$ cat config.mk
export PLATFORM = sky130hd
export DESIGN_NAME = msk_hpc1_rnd_feed
export DESIGN_NICKNAME = d
export VERILOG_FILES = /design/src/rtl/msk_hpc1_rnd_feed.sv
export SDC_FILE = /design/constraint.sdc
export NUM_CORES = 1
export LEC_CHECK = 0
export ABC_AREA = 1
export CAP_MARGIN = 20
export CORE_MARGIN = 2
export CORE_UTILIZATION = 35
export DETAILED_ROUTE_END_ITERATION = 6
export GPL_TIMING_DRIVEN = 0
export SLEW_MARGIN = 20
export SYNTH_ARGS = -nofsm -noshare
export SYNTH_HDL_FRONTEND = slang
export SYNTH_SLANG_ARGS = --single-unit
$ cat constraint.sdc
create_clock -name clk -period 1.55 [get_ports clk]
set_input_delay 0.31 -clock clk [delete_from_list [all_inputs] [get_ports clk]]
set_output_delay 0.31 -clock clk [all_outputs]
set_load 0.05 [all_outputs]
$ cat src/rtl/msk_hpc1_rnd_feed.sv
// msk_hpc1_rnd_feed: seeded 64-bit LFSR feeding refresh (latency 0) and DOM (latency 2) randomness to an HPC1 gadget
module msk_hpc1_rnd_feed #(
    parameter int d       = 2,
    parameter int REF_RND = 1,
    parameter int MUL_RND = 1,
    parameter int WARMUP  = 16,
    localparam int K      = REF_RND + MUL_RND
) (
    input  logic         clk,
    input  logic         rst,
    input  logic [63:0]  seed_in,
    input  logic         seed_valid,
    input  logic         en,
    output logic         ready,
    output logic [K-1:0] rnd,
    output logic         rnd_ref_valid,
    output logic         rnd_mul_valid
);
    localparam int CW = (WARMUP < 2) ? 1 : $clog2(WARMUP);

    typedef enum logic [1:0] {ST_UNSEEDED, ST_WARM, ST_RUN} state_t;

    state_t             state;
    logic [63:0]        s;
    logic [63:0]        nxt;
    logic [K-1:0]       w;
    logic [CW-1:0]      cnt;
    logic [REF_RND-1:0] ref_r;
    logic               ref_v;
    logic [MUL_RND-1:0] dl0_m, dl1_m, mul_r;
    logic               dl0_v, dl1_v, mul_v;
    logic               acc;

    always_comb begin
        nxt = s;
        w = '0;
        for (int j = 0; j < K; j++) begin
            w[j] = nxt[63];
            nxt = {nxt[62:0], nxt[63] ^ nxt[62] ^ nxt[60] ^ nxt[59]};
        end
    end

    assign acc = (state == ST_RUN) && en;

    always_ff @(posedge clk) begin
        if (rst) begin
            state <= ST_UNSEEDED;
            s     <= 64'h1;
            cnt   <= '0;
            ready <= 1'b0;
            ref_r <= '0;
            ref_v <= 1'b0;
            dl0_m <= '0;
            dl0_v <= 1'b0;
            dl1_m <= '0;
            dl1_v <= 1'b0;
            mul_r <= '0;
            mul_v <= 1'b0;
        end else if (seed_valid) begin
            // reseed drops every in-flight word so no bit is ever reused
            state <= (WARMUP == 0) ? ST_RUN : ST_WARM;
            s     <= (seed_in == 64'h0) ? 64'h1 : seed_in;
            cnt   <= '0;
            ready <= (WARMUP == 0);
            ref_r <= '0;
            ref_v <= 1'b0;
            dl0_m <= '0;
            dl0_v <= 1'b0;
            dl1_m <= '0;
            dl1_v <= 1'b0;
            mul_r <= '0;
            mul_v <= 1'b0;
        end else begin
            if (state == ST_WARM || acc)
                s <= nxt;
            if (state == ST_WARM) begin
                cnt <= cnt + 1'b1;
                if (cnt == CW'(WARMUP - 1)) begin
                    state <= ST_RUN;
                    ready <= 1'b1;
                end
            end
            ref_r <= acc ? w[REF_RND-1:0] : '0;
            ref_v <= acc;
            dl0_m <= acc ? w[K-1:REF_RND] : '0;
            dl0_v <= acc;
            dl1_m <= dl0_m;
            dl1_v <= dl0_v;
            mul_r <= dl1_m;
            mul_v <= dl1_v;
        end
    end

    assign rnd           = {mul_r, ref_r};
    assign rnd_ref_valid = ref_v;
    assign rnd_mul_valid = mul_v;
endmodule

==> run summary, run 1 <==
For this design, the slowest cell found on the critical path is clkdlybuf4s50_1. The tools report the buffer cell driving the clock tree root as clkbuf_8. At the pin with the least slew margin, the transition time is 0.480 ns. Counting every net in the synthesized netlist gives 558.

Number of port buffers: 72. Measured along the x axis, the die boundary spans 106 um. In this run the register-to-register setup slack is 0.18 ns. Counting instances, the worst hold path has a depth of 2. The die is 106 um tall. The tools report the startpoint type of the worst setup path as an input port. The pre-antenna-repair detailed-routing pass consisted of 4 iterations. The clock network accounts for 36.2% of the total power.

Summing every instance area after synthesis gives 3610 um2. The average cell area after synthesis was 7.38 um2. The largest single stage delay on the critical path is 0.51 ns. The pin count of the biggest net entering global routing came out at 13. In this run the most critical hold path is launched from dl1_m. Internal power comes to 3.51 mW. The final antenna-violating net count came out at 0.

The library cell occupying the most area in the post-synthesis netlist is dfxtp_1. Row generation in the floorplan step produced 37 rows. The final estimated routing congestion in global placement came out at 0.768. The floorplan step defined a core boundary enclosing 10200 um2. For the worst setup path, the data arrival time is 1.76 ns. The number of global-route vias before repair came out at 3252.

The flip-flop and latch count after synthesis is 77, and the clock skew is 0.00760 ns. The logs give 0 for the count of inserted antenna diode cells and 0 for the count of final max-slew check failures. Setup repair after global routing could not meet its margin everywhere. The run finished with clean final reports. The worst hold path class is flop to flop.

The power spent charging and discharging nets is 1.20 mW. The count of max-cap constraint violations came out at 0. The startpoint identified for the worst register-to-register timing path is state[0].

The initial antenna violation count was 0. For this block, the routed nets add up to 9.13 mm of wire. Among all flip-flop cells after synthesis, the most frequent one is dfxtp_1. Along the worst path, the maximum fanout reaches 10. Dominant delay contributor by cell family on the critical path: buffers and inverters. Compared with the post-synthesis result, the final layout area differs by 31.2%. After legalization and detailed placement, the total HPWL measured 6.49 mm. The tools report the count of unresolved DRC violations after routing as 0. After the flow finishes, the layout carries non-filler instances totaling 713. The portion of the clock cycle consumed by the worst path in the final layout works out to 96.0%. For hold timing, the worst endpoint is mul_r. The share of synthesized area in the top cell type comes to 42.7%. For this run the aggregate overflow at the end of global routing stands at 0. The share of the Yosys chip area taken by registers is 42.7%. After detailed routing, the average wire length per cell comes to 12.8 um. The critical path contains buffers and inverters numbering 3 combined. The run gives 11100 um2 as the area of the die. For this design the top-level I/O count stands at 73. For this run, the number of Yosys warnings is 0. The endpoint identified for the worst register-to-register timing path is s[40]. Net switching is 25.5% of the power. TritonCTS created 9 clock buffers. Setup violations remaining at the end of the flow were counted as 0.

Yosys instantiated no cell more often than a21oi_1. At the later pin of the worst-skew pair, clock insertion delay measures 0.35 ns. The run gives 2 as the clock tree buffer depth.

Clock-pin slew was measured on the worst setup and hold paths at 0.08 ns. The cell count after synthesis came out at 489. The share of synthesized flip-flops with an asynchronous set or reset came out at 0%.

The tools report the final hold violation count as 0. The smallest clock period supported by the final layout is computed as 1.49 ns. The tools report the post-CTS setup buffer count as 0. For this design the static power due to leakage is 1.82 nW. VDD sags by at most 547 uV. The average via count per standard cell works out to 4.91.

The critical path goes through clkdlybuf4s50_1 -> buf_2 -> clkbuf_1 -> nand2_1 -> a21oi_1. Sequential cells burn 47.0% of the power. The logs give 30 for the number of different library cells in the post-synthesis netlist and 154 for the violation count after the first detailed-route iteration. The part of the power in combinational logic came out at 16.8%.

In the final design database the tool counted 641 nets. The worst path required time is 1.83 ns, and the total power per unit cell area is 994 nW/um2. In the final layout, the share of cells above drive strength 1 is 13.0%. After detailed placement, the total cell area comes to 4500 um2. The number of placed instances, taps included, is 697. Final total negative setup slack: 0 ns. Clock tree synthesis found a total of 77 sinks.

The worst slew margin relative to its limit is 68.1%, and the count of flip-flops with a built-in enable after synthesis is 0. The commonest cells after synthesis are a21oi_1 (112), nand2_1 (93), dfxtp_1 (77). STA classifies the critical path endpoint as a flop. The tightest hold margin came out at 0.414 ns. The tools report the total number of vias as 3504.

The tools report the final instance area as 4740 um2. TritonCTS built the clock tree. Static timing analysis puts the maximum clock frequency at 672 MHz. The first global-routing pass estimated 15.1 mm of wire. The CTS H-tree depth came out at 3.

Classification of the worst setup path: input port to flop. Once the floorplan was initialized, standard cells occupied 35.5% of the core. Sorting the synthesized cells by area gives the leading types as dfxtp_1 (43%), a21oi_1 (16%), nand2_1 (9.7%), o21ai_0 (7.3%), nor2_1 (5.8%).

The number of cell instances on the worst register-to-register path was 9; the overall track demand over capacity in global routing was 16.5%.
[layer usage]
layer | track usage [%] | share of wire (%) | wire length [um]
met5 | 0 | 0 | 0
met2 | 26.3 | 47 | 4280
met4 | 4.32 | 0.96 | 88
met3 | 4.70 | 5.0 | 453
met1 | 21.8 | 47 | 4310
[layout by cell type, fill, tap and decap left out, types with 2 or more instances in the layout]
master             n
a21oi_1          112
a21oi_2           19
buf_2              6
buf_4              5
buf_6              5
buf_8              3
bufinv_16          2
clkbuf_1           5
clkbuf_2          10
clkbuf_8          11
clkdlybuf4s15_2    2
clkdlybuf4s50_1   67
clkinv_2           2
dfxtp_1           76
inv_1             11
inv_2              2
nand2_1           93
nand2b_1           2
nand3_1            3
nor2_1            56
nor3b_1            2
o21ai_0           53
o21ai_1           11
xnor2_1            2
xor2_1             2
[through the flow]
step / util, % / setup slack [ns] / total power, mW
after floorplan: - / 0.144 / 2.72
after global placement: 44.2 / -0.368 / 3.03
after detailed placement: 44.2 / -0.371 / 3.04
after CTS: 46.4 / 0.00109 / 4.75
after global routing: 46.5 / -0.0105 / 4.95
final: 46.5 / 0.0625 / 4.71
[sequential cells by signal, indices dropped and copies added (netlist names)]
| signal | count |
|---|---|
| cnt | 4 |
| dl0_m | 1 |
| dl0_v | 1 |
| dl1_m | 1 |
| dl1_v | 1 |
| mul_r | 1 |
| ref_r | 1 |
| rnd_mul_valid | 1 |
| s | 64 |
| state | 2 |
[kinds of logic (layout without fill, tap and decap cells)]
logic type,Yosys count,in the layout,synth area share (%)
flops,77,77,42.7
buf+inv,50,138,8.77
compound gates,195,195,29.0
simple gates,162,162,18.2
fa+ha+maj,1,1,0.346
xor+xnor,4,4,0.970
[worst reg2reg max path: cells and delay by family, from the launching register on]
family,cells,cell delay [ns]
buffers and inverters,5,0.48
DFF,1,0.35
AOI/OAI and AO/OA,2,0.22
and+or+nand+nor,2,0.21
[power by group through the flow]
stage / combinational [mW] / clock, mW / sequential (mW)
after floorplan: 0.482 / 0 / 2.23
after global placement: 0.779 / 0 / 2.25
final: 0.793 / 1.70 / 2.21
after CTS: 0.791 / 1.75 / 2.21
after detailed placement: 0.787 / 0 / 2.26
after global routing: 0.880 / 1.84 / 2.23
[layout make-up]
| class | instances | area (um2) |
|---|---|---|
| clock buffers | 12 | 155 |
| well taps | 136 | 170 |
| flip-flops and latches | 77 | 1540 |
| plain buffers | 35 | 260 |
| fillers | 1055 | 5450 |
| repair buffers | 72 | 717 |
| multi-input cells | 362 | 1750 |
| inverters | 15 | 68.8 |
| clock inverters | 4 | 70.1 |
[how the worst max path moves through the flow]
stage	slack (ns)	from	cells past startpoint	to
finish	0.06	seed_valid	5	s[8]
global route	-0.01	seed_valid	5	s[12]
CTS	0.001	seed_valid	6	s[12]
detailed placement	-0.37	seed_valid	6	s[12]
global placement	-0.37	seed_valid	6	s[5]
floorplan	0.14	state[1]	7	s[0]
[what timing repair did]
| action | CTS | global route |
|---|---|---|
| hold buffers | 0 | 0 |
| gates resized for setup | 10 | 20 |
| setup endpoints to repair | 5 | 35 |
Note: power is estimated with default switching activity, not from simulation.
==> run 2, diff against run 1 <==
CTS_CLUSTER_SIZE = 14   (was not set)
==> results of run 2 <==
The final DEF is identical to that of run 1; final timing and power are the same.
==> run 3, diff against run 2 <==
CORE_MARGIN = not set   (was 2)
==> run 3 against run 2 <==
  * Worst setup slack got worse by 0.00068 ns
  * Largest power group unchanged
  * Flip-flop and latch count did not move
  * Routed wire length fell by 2.3%
  * Design area fell by 0.71%
  * Largest cell class unchanged
==> run summary, run 3 (synthesis gave the netlist of run 1 again) <==
The run finished with clean final reports. The tools report the initial antenna violation count as 0. Measured against its own limit, the worst slew margin works out to 67.6%.

From synthesis to final layout, the design area changed by 30.2%. In this run switching power makes up 26.5% of total power. The kind of capture point of the worst setup path was an output pin.

After the flow finishes, the layout carries non-filler instances totaling 709. Setup violations remaining at the end of the flow were counted as 0. The number of cell rows was 36; the static power due to leakage was 1.80 nW. Along the worst hold path, the cell count comes to 2.

The x dimension of the die is 104 um, and the worst path required time is 1.24 ns. The min-delay analysis places its worst path in the category flop to flop. The portion of the clock cycle consumed by the worst path in the final layout is 96.0%, and the clock skew is 0.00908 ns. Using the TritonRoute via totals, the vias-per-cell ratio works out to 4.87.

The critical path goes through dlygate4sd2_1. The number of cells on the worst reg-to-reg path is 9. Summed over all nets, the switching power comes to 1.20 mW. The congestion estimate from routability-driven global placement came to 0.760. The setup check on the worst reg-to-reg path leaves a slack of 0.19 ns.

The number of setup buffers added after CTS is 0. The count of nets left with antenna violations once routing finished came out at 0. The die covers 10700 um2.

Setup repair after global routing could not meet its margin everywhere. The count of unresolved DRC violations after routing is 0, and the placed standard-cell area is 4500 um2. The worst setup path is of the flop to output pin kind. The first global-routing pass estimated 15.1 mm of wire. The tools report the worst hold endpoint as dl1_m.

On the critical path the largest part of the delay comes from buffers and inverters. The cell internal power dissipation is 3.34 mW. The count of max-cap constraint violations came out at 0. The buffers plus inverters on the worst setup path works out to 1. The sum of routed wire length over all layers was 8.92 mm. STA puts the critical path data arrival time at 1.18 ns.

The tree is rooted in a clkbuf_8. Dividing total power by cell area gives a power density of 965 nW/um2. Entering global routing, the biggest net connects 13 pins. Once layout is done, the placed cells without fillers occupy 4700 um2.

The endpoint identified for the worst register-to-register timing path is s[23]. The clock latency of the later-clocked register in the worst-skew pair is 0.34 ns. Hold timing on the final database bottoms out at a slack of 0.409 ns.

The startpoint identified for the worst register-to-register timing path is state[0]. The clock-pin transition on the worst setup and hold timing paths is 0.07 ns. Summed over all nets, the half-perimeter wirelength after detailed placement is 6.50 mm.

After layout, the worst setup slack is 0.0618 ns. After layout, the minimum clock period comes to 1.49 ns. The final core utilization is 47.7%. The routed layout has 3451 vias.

The total I/O pin count is 73, and the final total negative setup slack is 0 ns. For this run, the slowest stage of the critical path takes 0.52 ns. The violation count after the first detailed-route iteration is 125. The startpoint type of the worst setup path was a flop. In the final layout, the multi-input gates occupy 1750 um2.

In the layout the commonest cells are a21oi_1 (112), nand2_1 (93), dfxtp_1 (76). Global routing finished with a remaining overflow of 0. The slowest stage of the critical path belongs to the cell dlygate4sd2_1. Overall power consumption after layout is estimated at 4.54 mW. The run gives 9 as the number of clock buffers inserted by TritonCTS.

The vertical extent of the die works out to 104 um. The logs give 2 for the clock tree buffer depth and 694 for the number of placed cells counting well taps. The share of total power in sequential cells is 48.7%. Transition time at the pin with the least slew margin: 0.487 ns.

The repair_antennas step left the layout with diodes totalling 0. The logs give 641 for the count of nets after finishing and 672 MHz for the fmax. The number of flip-flops in the largest register works out to 64. The filler cells instantiated in the layout total 1004. The register with the most flip-flops in the final layout is s. TritonCTS built the clock tree. The post-route netlist has 12.7% of its cells at a drive strength greater than 1. After floorplanning, the core was sized to cover 9860 um2. IR analysis of the VDD net gives a maximum drop of 554 uV. The detail-routed net length per standard cell works out to 12.6 um. Registers take 1540 um2. The clock sink count was 77; the overall track demand over capacity in global routing was 17.1%. The logs give 3 for the CTS H-tree depth and 0 for the final hold violation count.

Leading cell type in the layout, fill and taps excluded: a21oi_1. The number of port buffers is 72. The clock network is responsible for 33.9% of the overall power.

Per report_power, the combinational group accounts for 17.4% of the total. For this run, the detailed router's first-pass iteration total came to 4. The total stage count of the critical path came out at 1. Timing analysis after detailed placement gives a worst setup slack of -0.380 ns. The maximum fanout count along the critical path was 2. The largest registers in the layout are s (64), cnt (4), state (2).

The effective utilization at floorplan was 36.6%; the number of global-route vias before repair was 3266. The startpoint identified for the worst hold timing path is dl0_m. Count of final max-slew check failures: 0.
-- run 3: changes by cell type in the layout (fill, tap and decap cells not counted), sizes merged --
cell	change
clkinvlp	+1
dlygate4sd2	+1
bufinv	-1
clkdlybuf4s15	-1
buf	-1
-- run 3: per-layer routing --
layer | share of wire, % | GRT usage [%]
met5 | 0 | 0
met4 | 1.2 | 6.11
met3 | 3.4 | 2.96
met2 | 46 | 27.3
met1 | 50 | 23.1
-- run 3: worst max-delay path by stage --
| stage | start | endpoint | slack (ns) |
|---|---|---|---|
| 3_5_place_dp | seed_valid | s[7] | -0.38 |
| 5_1_grt | seed_valid | s[51] | -0.03 |
| 3_3_place_gp | seed_valid | s[7] | -0.38 |
| 2_1_floorplan | state[1] | s[0] | 0.14 |
| 6_report | dl0_v | rnd_ref_valid | 0.06 |
| 4_1_cts | mul_r | rnd[1] | 0.008 |
-- run 3: final cells by class --
type,count,area share (%)
Buffer,35,5.48
Clock buffer,11,3.22
Clock inverter,4,1.01
Inverter,15,1.46
Multi-Input combinational cell,362,37.3
Sequential cell,77,32.8
Tap cell,133,3.54
Timing Repair Buffer,72,15.2
-- run 3: timing repair --
item	4_1_cts	5_1_grt
resized for setup	11	12
endpoints found under the setup margin	12	29
hold buffers	0	0
-- run 3: power groups by stage --
stage / combinational, mW / sequential [mW] / clock (mW)
6_report: 0.788 / 2.21 / 1.54
5_1_grt: 0.882 / 2.23 / 1.67
4_1_cts: 0.793 / 2.21 / 1.56
3_5_place_dp: 0.788 / 2.25 / 0
3_3_place_gp: 0.778 / 2.25 / 0
2_1_floorplan: 0.482 / 2.23 / 0
